[config.mk]
export PLATFORM = sky130hd
export DESIGN_NAME = edge_trig_ctrl_flat
export DESIGN_NICKNAME = d
export VERILOG_FILES = /design/src/rtl/edge_trig_ctrl_pkg.sv /design/src/rtl/edge_trig_ctrl_if.sv /design/src/rtl/edge_sample_fifo.sv /design/src/rtl/edge_trig_ctrl.sv /design/src/flat_wrapper.sv
export SDC_FILE = /design/constraint.sdc
export NUM_CORES = 1
export LEC_CHECK = 0
export ABC_AREA = 1
export BUFFER_PORTS_ARGS = -buffer_cell sky130_fd_sc_hd__clkbuf_2
export CORE_ASPECT_RATIO = 1.75
export CORE_UTILIZATION = 50
export CTS_CLUSTER_SIZE = 14
export DETAILED_ROUTE_END_ITERATION = 10
export PLACE_DENSITY = 0.72
export REMOVE_ABC_BUFFERS = 1
export SYNTH_ARGS = -nofsm -noshare
export SYNTH_HDL_FRONTEND = slang
export SYNTH_SLANG_ARGS = --single-unit
[constraint.sdc]
create_clock -name ap_clk -period 6.3 [get_ports ap_clk]
set_clock_uncertainty 0.15 [all_clocks]
set_input_delay 0.945 -clock ap_clk [delete_from_list [all_inputs] [get_ports ap_clk]]
set_output_delay 0.945 -clock ap_clk [all_outputs]
set_load 0.005 [all_outputs]
[src/rtl/edge_trig_ctrl_pkg.sv]
// Shared types and helpers for the edge trigger controller.
package edge_trig_pkg;

  // Controller states; every state except IDLE counts as armed.
  typedef enum logic [2:0] {
    IDLE,
    WAIT_IDLE,
    START,
    WARMUP,
    RUN,
    HOLDOFF
  } state_t;

  // Mid-scale code of the default 10-bit offset-binary ADC.
  localparam int unsigned ADC_OFFSET = 512;

  // Offset binary to two's complement: subtracting half scale is the same as
  // flipping the MSB of a width-bit sample.
  function automatic logic [31:0] adc_to_signed(input logic [31:0] raw,
                                                input int unsigned width);
    return raw ^ (32'd1 << (width - 1));
  endfunction

endpackage

[src/rtl/edge_trig_ctrl_if.sv]
// Handshake, stream and result signals between the controller and mov_sum.
interface edge_trig_ctrl_if #(
  parameter int ADC_W = 10,
  parameter int SUM_W = 32,
  parameter int WIN_W = 8
);
  logic             ms_ap_start;
  logic             ms_ap_idle;
  logic             ms_ap_ready;
  logic [WIN_W-1:0] ms_window_width;
  logic             ms_absolute_value;
  logic [ADC_W-1:0] ms_datain_dout;
  logic             ms_datain_empty_n;
  logic             ms_datain_read;
  logic [SUM_W-1:0] ms_sumout;
  logic             ms_sumout_vld;

  // Controller side.
  modport master (
    output ms_ap_start, ms_window_width, ms_absolute_value,
           ms_datain_dout, ms_datain_empty_n,
    input  ms_ap_idle, ms_ap_ready, ms_datain_read, ms_sumout, ms_sumout_vld
  );

  // mov_sum core side.
  modport slave (
    input  ms_ap_start, ms_window_width, ms_absolute_value,
           ms_datain_dout, ms_datain_empty_n,
    output ms_ap_idle, ms_ap_ready, ms_datain_read, ms_sumout, ms_sumout_vld
  );
endinterface

[src/rtl/edge_sample_fifo.sv]
// Small first-word-fall-through sample buffer with flush and drop flag.
module edge_sample_fifo #(
  parameter int W     = 10,
  parameter int DEPTH = 4
) (
  input  logic         clk,
  input  logic         rst_n,
  input  logic         i_flush,
  input  logic         i_push,
  input  logic [W-1:0] i_data,
  input  logic         i_pop,
  output logic [W-1:0] o_data,
  output logic         o_empty_n,
  output logic         o_drop
);
  localparam int AW = (DEPTH > 1) ? $clog2(DEPTH) : 1;
  localparam int CW = AW + 1;

  logic [W-1:0]  r_mem [DEPTH];
  logic [AW-1:0] r_wr_ptr;
  logic [AW-1:0] r_rd_ptr;
  logic [CW-1:0] r_count;
  logic          w_full;
  logic          w_empty;
  logic          w_do_pop;
  logic          w_do_push;

  assign w_full  = (r_count == CW'(DEPTH));
  assign w_empty = (r_count == '0);
  // A pop in the same cycle frees a slot, so a push into a full buffer is kept.
  assign w_do_pop  = i_pop && !w_empty && !i_flush;
  assign w_do_push = i_push && !i_flush && (!w_full || w_do_pop);
  assign o_drop    = i_push && !i_flush && w_full && !w_do_pop;

  assign o_empty_n = !w_empty;
  // Head is presented combinationally; zero while empty so stale data never shows.
  assign o_data    = w_empty ? '0 : r_mem[r_rd_ptr];

  // Storage write; no reset needed since the data is qualified by the count.
  always_ff @(posedge clk) begin
    if (w_do_push) r_mem[r_wr_ptr] <= i_data;
  end

  // Pointer and occupancy bookkeeping.
  always_ff @(posedge clk or negedge rst_n) begin
    if (!rst_n) begin
      r_wr_ptr <= '0;
      r_rd_ptr <= '0;
      r_count  <= '0;
    end else if (i_flush) begin
      r_wr_ptr <= '0;
      r_rd_ptr <= '0;
      r_count  <= '0;
    end else begin
      if (w_do_push) r_wr_ptr <= AW'(r_wr_ptr + AW'(1));
      if (w_do_pop)  r_rd_ptr <= AW'(r_rd_ptr + AW'(1));
      if (w_do_push && !w_do_pop)      r_count <= CW'(r_count + CW'(1));
      else if (w_do_pop && !w_do_push) r_count <= CW'(r_count - CW'(1));
    end
  end
endmodule

[src/rtl/edge_trig_ctrl.sv]
// Sequences the mov_sum core, feeds it samples and turns sums into triggers.
module edge_trig_ctrl
  import edge_trig_pkg::*;
#(
  parameter int ADC_W      = 10,
  parameter int SUM_W      = 32,
  parameter int WIN_W      = 8,
  parameter int HOLD_W     = 16,
  parameter int FIFO_DEPTH = 4
) (
  input  logic              ap_clk,
  input  logic              ap_rst_n,
  input  logic              arm,
  input  logic [WIN_W-1:0]  cfg_window_width,
  input  logic              cfg_absolute,
  input  logic [SUM_W-1:0]  cfg_threshold,
  input  logic              cfg_falling,
  input  logic              cfg_oneshot,
  input  logic [HOLD_W-1:0] cfg_holdoff,
  input  logic [ADC_W-1:0]  adc_data,
  input  logic              adc_valid,
  edge_trig_ctrl_if.master  ms,
  output logic              trig_out,
  output logic              armed,
  output logic              overflow,
  output logic [15:0]       trig_count
);

  state_t            r_state;
  state_t            w_state_next;
  logic              r_arm_d;
  logic [WIN_W-1:0]  r_width;
  logic              r_abs;
  logic [SUM_W-1:0]  r_thr;
  logic              r_falling;
  logic              r_oneshot;
  logic [HOLD_W-1:0] r_holdoff;
  logic [WIN_W-1:0]  r_warm_cnt;
  logic [HOLD_W-1:0] r_hold_cnt;
  logic              r_trig;
  logic              r_overflow;
  logic [15:0]       r_trig_count;

  logic              w_arm_rise;
  logic              w_flush;
  logic              w_drop;
  logic [ADC_W-1:0]  w_push_data;
  logic              w_warm_done;
  logic              w_cmp;
  logic              w_hit;
  logic signed [SUM_W:0] w_sum_ext;
  logic signed [SUM_W:0] w_thr_ext;
  logic signed [SUM_W:0] w_neg_thr;

  assign w_arm_rise  = arm && !r_arm_d;
  assign w_push_data = ADC_W'(adc_to_signed(32'(adc_data), ADC_W));
  // Buffer is held empty in IDLE and cleared on the way there.
  assign w_flush     = (r_state == IDLE) || (w_state_next == IDLE);
  assign w_warm_done = ms.ms_sumout_vld && (r_warm_cnt == WIN_W'(r_width - WIN_W'(1)));

  // One extra bit so negating the most-negative threshold cannot wrap.
  assign w_sum_ext = {ms.ms_sumout[SUM_W-1], ms.ms_sumout};
  assign w_thr_ext = {r_thr[SUM_W-1], r_thr};
  assign w_neg_thr = -w_thr_ext;
  assign w_cmp     = r_falling ? (w_sum_ext < w_neg_thr) : (w_sum_ext > w_thr_ext);
  assign w_hit     = (r_state == RUN) && ms.ms_sumout_vld && w_cmp;

  assign ms.ms_window_width   = r_width;
  assign ms.ms_absolute_value = r_abs;
  assign trig_out             = r_trig;
  assign overflow             = r_overflow;
  assign trig_count           = r_trig_count;

  edge_sample_fifo #(
    .W     (ADC_W),
    .DEPTH (FIFO_DEPTH)
  ) u_fifo (
    .clk       (ap_clk),
    .rst_n     (ap_rst_n),
    .i_flush   (w_flush),
    .i_push    (adc_valid),
    .i_data    (w_push_data),
    .i_pop     (ms.ms_datain_read),
    .o_data    (ms.ms_datain_dout),
    .o_empty_n (ms.ms_datain_empty_n),
    .o_drop    (w_drop)
  );

  // State register.
  always_ff @(posedge ap_clk or negedge ap_rst_n) begin
    if (!ap_rst_n) r_state <= IDLE;
    else           r_state <= w_state_next;
  end

  // Next-state logic; dropping arm wins over everything else.
  always_comb begin
    w_state_next = r_state;
    if (!arm) begin
      w_state_next = IDLE;
    end else begin
      unique case (r_state)
        IDLE:      if (w_arm_rise) w_state_next = WAIT_IDLE;
        WAIT_IDLE: if (ms.ms_ap_idle) w_state_next = START;
        START:     if (ms.ms_ap_ready) w_state_next = WARMUP;
        WARMUP:    if (w_warm_done) w_state_next = RUN;
        RUN: begin
          if (w_hit) begin
            if (r_oneshot)           w_state_next = IDLE;
            else if (r_holdoff != '0) w_state_next = HOLDOFF;
          end
        end
        HOLDOFF:   if (ms.ms_sumout_vld && r_hold_cnt == HOLD_W'(1)) w_state_next = RUN;
        default:   w_state_next = IDLE;
      endcase
    end
  end

  // State-decoded outputs.
  always_comb begin
    ms.ms_ap_start = (r_state == START);
    armed          = (r_state != IDLE);
  end

  // Configuration latch, warm-up/holdoff counters, trigger pulse and status.
  always_ff @(posedge ap_clk or negedge ap_rst_n) begin
    if (!ap_rst_n) begin
      r_arm_d      <= 1'b0;
      r_width      <= WIN_W'(1);
      r_abs        <= 1'b0;
      r_thr        <= '0;
      r_falling    <= 1'b0;
      r_oneshot    <= 1'b0;
      r_holdoff    <= '0;
      r_warm_cnt   <= '0;
      r_hold_cnt   <= '0;
      r_trig       <= 1'b0;
      r_overflow   <= 1'b0;
      r_trig_count <= '0;
    end else begin
      r_arm_d <= arm;
      r_trig  <= w_hit;
      if (w_arm_rise && r_state == IDLE) begin
        r_width      <= (cfg_window_width == '0) ? WIN_W'(1) : cfg_window_width;
        r_abs        <= cfg_absolute;
        r_thr        <= cfg_threshold;
        r_falling    <= cfg_falling;
        r_oneshot    <= cfg_oneshot;
        r_holdoff    <= cfg_holdoff;
        r_warm_cnt   <= '0;
        r_overflow   <= 1'b0;
        r_trig_count <= '0;
      end else begin
        if (w_drop && r_state != IDLE) r_overflow <= 1'b1;
        if (r_state == WARMUP && ms.ms_sumout_vld)
          r_warm_cnt <= WIN_W'(r_warm_cnt + WIN_W'(1));
        if (w_hit) begin
          r_hold_cnt <= r_holdoff;
          if (r_trig_count != 16'hFFFF) r_trig_count <= r_trig_count + 16'd1;
        end else if (r_state == HOLDOFF && ms.ms_sumout_vld) begin
          r_hold_cnt <= HOLD_W'(r_hold_cnt - HOLD_W'(1));
        end
      end
    end
  end
endmodule

[src/flat_wrapper.sv]
// flat-port wrapper written by rule: the top's interface ports become plain ports
module edge_trig_ctrl_flat import edge_trig_pkg::*;
#(
  parameter int ADC_W      = 10,
  parameter int SUM_W      = 32,
  parameter int WIN_W      = 8,
  parameter int HOLD_W     = 16,
  parameter int FIFO_DEPTH = 4
)
  (ap_clk, ap_rst_n, arm, cfg_window_width, cfg_absolute, cfg_threshold, cfg_falling, cfg_oneshot, cfg_holdoff, adc_data, adc_valid, trig_out, armed, overflow, trig_count, ms_ms_ap_start, ms_ms_window_width, ms_ms_absolute_value, ms_ms_datain_dout, ms_ms_datain_empty_n, ms_ms_ap_idle, ms_ms_ap_ready, ms_ms_datain_read, ms_ms_sumout, ms_ms_sumout_vld);
  edge_trig_ctrl_if #(.ADC_W(ADC_W), .SUM_W(SUM_W), .WIN_W(WIN_W)) ms_i ();
  input  logic ap_clk;
  input  logic ap_rst_n;
  input  logic arm;
  input  logic [WIN_W-1:0] cfg_window_width;
  input  logic cfg_absolute;
  input  logic [SUM_W-1:0] cfg_threshold;
  input  logic cfg_falling;
  input  logic cfg_oneshot;
  input  logic [HOLD_W-1:0] cfg_holdoff;
  input  logic [ADC_W-1:0] adc_data;
  input  logic adc_valid;
  output logic trig_out;
  output logic armed;
  output logic overflow;
  output logic [15:0] trig_count;
  output wire logic [$bits(ms_i.ms_ap_start)-1:0] ms_ms_ap_start;
  output wire logic [$bits(ms_i.ms_window_width)-1:0] ms_ms_window_width;
  output wire logic [$bits(ms_i.ms_absolute_value)-1:0] ms_ms_absolute_value;
  output wire logic [$bits(ms_i.ms_datain_dout)-1:0] ms_ms_datain_dout;
  output wire logic [$bits(ms_i.ms_datain_empty_n)-1:0] ms_ms_datain_empty_n;
  input wire logic [$bits(ms_i.ms_ap_idle)-1:0] ms_ms_ap_idle;
  input wire logic [$bits(ms_i.ms_ap_ready)-1:0] ms_ms_ap_ready;
  input wire logic [$bits(ms_i.ms_datain_read)-1:0] ms_ms_datain_read;
  input wire logic [$bits(ms_i.ms_sumout)-1:0] ms_ms_sumout;
  input wire logic [$bits(ms_i.ms_sumout_vld)-1:0] ms_ms_sumout_vld;
  assign ms_ms_ap_start = ms_i.ms_ap_start;
  assign ms_ms_window_width = ms_i.ms_window_width;
  assign ms_ms_absolute_value = ms_i.ms_absolute_value;
  assign ms_ms_datain_dout = ms_i.ms_datain_dout;
  assign ms_ms_datain_empty_n = ms_i.ms_datain_empty_n;
  assign ms_i.ms_ap_idle = ms_ms_ap_idle;
  assign ms_i.ms_ap_ready = ms_ms_ap_ready;
  assign ms_i.ms_datain_read = ms_ms_datain_read;
  assign ms_i.ms_sumout = ms_ms_sumout;
  assign ms_i.ms_sumout_vld = ms_ms_sumout_vld;
  edge_trig_ctrl #(.ADC_W(ADC_W), .SUM_W(SUM_W), .WIN_W(WIN_W), .HOLD_W(HOLD_W), .FIFO_DEPTH(FIFO_DEPTH)) u_core (.ap_clk(ap_clk), .ap_rst_n(ap_rst_n), .arm(arm), .cfg_window_width(cfg_window_width), .cfg_absolute(cfg_absolute), .cfg_threshold(cfg_threshold), .cfg_falling(cfg_falling), .cfg_oneshot(cfg_oneshot), .cfg_holdoff(cfg_holdoff), .adc_data(adc_data), .adc_valid(adc_valid), .ms(ms_i), .trig_out(trig_out), .armed(armed), .overflow(overflow), .trig_count(trig_count));
endmodule
==> impl_metrics.csv <==
group,metric,value,unit
die,initial_core_util,0.5131,
pwr,power_density,278.1,nW/um^2
global_routing,antenna_found_initial,1,
clock_network,cts.htree.levels,4,
die,fp.dieH,182.1,um
timing,finalHoldViolCount,0,
detailed_routing,postRouteAntennaNets,0,
yosys,syn_inst,1144,
timing,setup_viol,0,
yosys,synth_flop_cell,"dfrtp_1",
yosys,synth_edf_count,40,
clock_network,cts-hold-fix-buffers,0,
final_layout,syn_to_final_growth,18.30,%
setup_path,crit_required,6480,ps
worst_hold_path,hp-class,"register to register",
global_routing,grt_pass1_wl,35.72,mm
setup_path,critical_path.max_fanout,5,
place,dpl.hpwl,16.12,mm
yosys,synthAdderAreaFrac,0.1021,
place,place_area,10280,sq um
yosys,synth_top_family_by_area,"simple AND/OR/NAND/NOR gates",
global_routing,grt_max_degree,105,
detailed_routing,wl_per_cell,13.82,um
detailed_routing,drtIter0Drc,243,
yosys,synth-xor-area-share,0.04349,
setup_path,timing.rr.start,"u_core.r_thr[0]",
place,dpl_worst_slack,477.6,ps
timing,worstMarginPinSlew,932.0,ps
place,gp_congestion,0.8351,
detailed_routing,drt_first_pass_iters,5,
global_routing,grt_pass1_vias,7917,
die,core_area,18050,sq um
setup_path,critPathTopFamily,"simple AND/OR/NAND/NOR gates",
setup_path,cp_data_arrival_time,5930,ps
setup_path,cp-start-kind,"register",
die,die-area,19100,sq um
detailed_routing,vias,7997,
setup_path,crit_path_start,"u_core.r_thr[0]",
global_routing,grt-ovfl-total,0,
yosys,ys_seq_elements,152,
timing,fmax,173.9,MHz
clock_network,cts.path.max_buffers,2,
final_layout,post-route-cell-area,10960,sq um
clock_network,numCtsBuffers,17,
yosys,yosys.area_share.simple,0.2427,
die,num_io_pins,149,
yosys,syn_avg_cell_area,8.098,sq um
setup_path,r2r_setup_slack,550,ps
final_layout,antenna_cells,0,
yosys,synth_compound_area_frac,0.1113,
final_layout,nets,1482,
yosys,synthMuxAreaShare,0,
run_status,outcome,"complete, no violations",
worst_hold_path,holdCritStartpoint,"u_core.ms.ms_absolute_value",
timing,min_period,5750,ps
setup_path,path_common_cell,"nand2_1",
setup_path,crit_path_end_kind,"register",
detailed_routing,via_per_inst,5.176,
place,io_buffers,148,
yosys,synth_cell_types,47,
setup_path,path_buf_inv,5,
yosys,synthArstFlopShare,0.7368,
pwr,fin_total_pwr,3048,uW
clock_network,cts_sinks,152,
run,maxCapViolations,0,
yosys,yosysWarnings,0,
setup_path,critical_path_class,"register to register",
pwr,peakVddDrop,0.0001844,V
timing,fin_tns_setup,0,ps
timing,slew_headroom,0.3787,
die,die_w,104.9,um
die,core.rowCount,65,
detailed_routing,wl,21.35,mm
timing,setup_ws,549.8,ps
pwr,p_leak,0.005451,uW
global_routing,grt_usage,0.2369,
timing,fin_crit_sh,0.9127,
clock_network,cts_tree,"done",
final_layout,drive_above_1_share,0.1823,
yosys,ys_seq_area_frac,0.4323,
clock_network,clk_latency,430,ps
setup_path,crit_path_max_incr_delay,400,ps
clock_network,cts_root_buf,"clkbuf_16",
yosys,syn_area,9264,sq um
timing,drv_slew,0,
setup_path,cp_slowest_cell,"dfrtp_1",
detailed_routing,drc,0,
clock_network,path_clk_slew,70,ps
==> path summary, 6_finish.rpt <==
| path | cells past startpoint | end |
|---|---|---|
| max in group asynchronous | 2 | u_core.r_holdoff[5] |
| min in group asynchronous | 1 | u_core.r_thr[1] |
| max | 47 | u_core.u_fifo.r_count[2] |
| min | 2 | u_core.ms.ms_absolute_value |
| max reg2reg | 47 | u_core.u_fifo.r_count[2] |
| min reg2reg | 2 | u_core.ms.ms_absolute_value |
==> sequential cells by signal, summed over array words and instances (netlist names) <==
register,flops
u_core.ms.ms_absolute_value,1
u_core.r_state,3
u_core.u_fifo.r_count,3
u_core.r_oneshot,1
u_core.trig_out,1
u_core.r_arm_d,1
u_core.u_fifo.r_rd_ptr,2
u_core.r_falling,1
u_core.r_thr,32
u_core.r_warm_cnt,8
u_core.r_hold_cnt,16
u_core.u_fifo.r_wr_ptr,2
u_core.ms.ms_window_width,8
u_core.trig_count,16
u_core.r_holdoff,16
u_core.overflow,1
u_core.u_fifo.r_mem,40
==> per-stage QoR <==
step                      instances  hold slack (ps)    util
after floorplan                1118            308.4       -
after global placement         1510            307.2  0.5692
after detailed placement       1510            319.5  0.5692
after CTS                      1542            336.0  0.6037
after global routing           1545            359.7  0.6070
final                          1545            329.4  0.6070
==> repair_timing <==
action	4_1_cts	5_1_grt
setup buffers	0	3
endpoints found under the setup margin	0	44
resized for setup	0	7
==> power by group <==
group          switching [uW]  leakage, uW  internal [uW]
registers                 111      0.00180           1120
clock network             429     0.000302            645
logic                     446      0.00335            296
==> final cells by class <==
class                           count  area [sq um]
Tap cell                          234         292.8
Multi-Input combinational cell    826          4671
Sequential cell                   152          4005
Inverter                          140         525.5
Fill cell                        1627          7096
Clock inverter                     14         185.2
Clock buffer                       18         439.2
Timing Repair Buffer              161         840.8
==> cell usage in the layout (no fill, tap or decap), drive strengths merged, types with 2 or more instances in the layout <==
cell and instances:
nand2 290, clkbuf 165, inv 145, nor2 126
dfrtp 111, o21ai 106, ha 74, a21oi 64
xor2 40, edfxtp 40, nand3 36, nor3 28
nand4 15, buf 14, nor4 11, a31oi 8
xnor2 6, clkinv 4, a21o 3, a211oi 3
bufinv 3, o31ai 3, o21a 2, clkinvlp 2
nor3b 2, o21bai 2
==> Yosys cell counts (2+ instances only) <==
master | number | area share
nand2_1 | 283 | 0.11
inv_1 | 133 | 0.054
nor2_1 | 115 | 0.047
dfrtp_1 | 111 | 0.30
o21ai_0 | 103 | 0.056
ha_1 | 74 | 0.10
a21oi_1 | 63 | 0.034
edfxtp_1 | 40 | 0.13
xor2_1 | 40 | 0.038
nand3_1 | 30 | 0.016
clkbuf_1 | 25 | 0.010
nor3_1 | 23 | 0.012
nand4_1 | 14 | 0.0095
nor2_2 | 9 | 0.0061
a31oi_1 | 8 | 0.0054
nor4_1 | 8 | 0.0054
nand2_2 | 7 | 0.0047
inv_2 | 6 | 0.0024
xnor2_1 | 6 | 0.0057
nand3_2 | 5 | 0.0054
a211oi_1 | 3 | 0.0024
a21o_1 | 3 | 0.0024
nor3_2 | 3 | 0.0032
o21ai_1 | 3 | 0.0016
nor2_4 | 2 | 0.0024
nor3_4 | 2 | 0.0035
nor4_2 | 2 | 0.0027
o21a_1 | 2 | 0.0016
o21bai_1 | 2 | 0.0016
o31ai_1 | 2 | 0.0016
==> metal layers <==
metal | global-route usage | up-vias | share of wire
li1 | - | 4055 | -
met1 | 0.2489 | 3714 | 0.39
met2 | 0.4464 | 179 | 0.54
met3 | 0.04607 | 49 | 0.037
met4 | 0.1144 | 0 | 0.033
met5 | 0 | - | 0
==> kinds of logic (layout without fill, tap and decap cells) <==
family | after synthesis | after routing
AO/OA/AOI/OAI | 194 | 194
XOR/XNOR | 46 | 46
adder cells (fa/ha/maj) | 75 | 75
buffers and inverters | 166 | 333
flip-flops | 152 | 152
AND/OR/NAND/NOR | 511 | 511
==> worst register-to-register path: cells and delay by family, from the launching register on <==
family / cells / cell delay [ps]
AND/OR/NAND/NOR: 35 / 3260
flip-flops: 1 / 400
buffers and inverters: 5 / 330
AO/OA/AOI/OAI: 3 / 470
XOR/XNOR: 1 / 140
adder cells (fa/ha/maj): 3 / 880
Power figures use the tool's default switching activity.
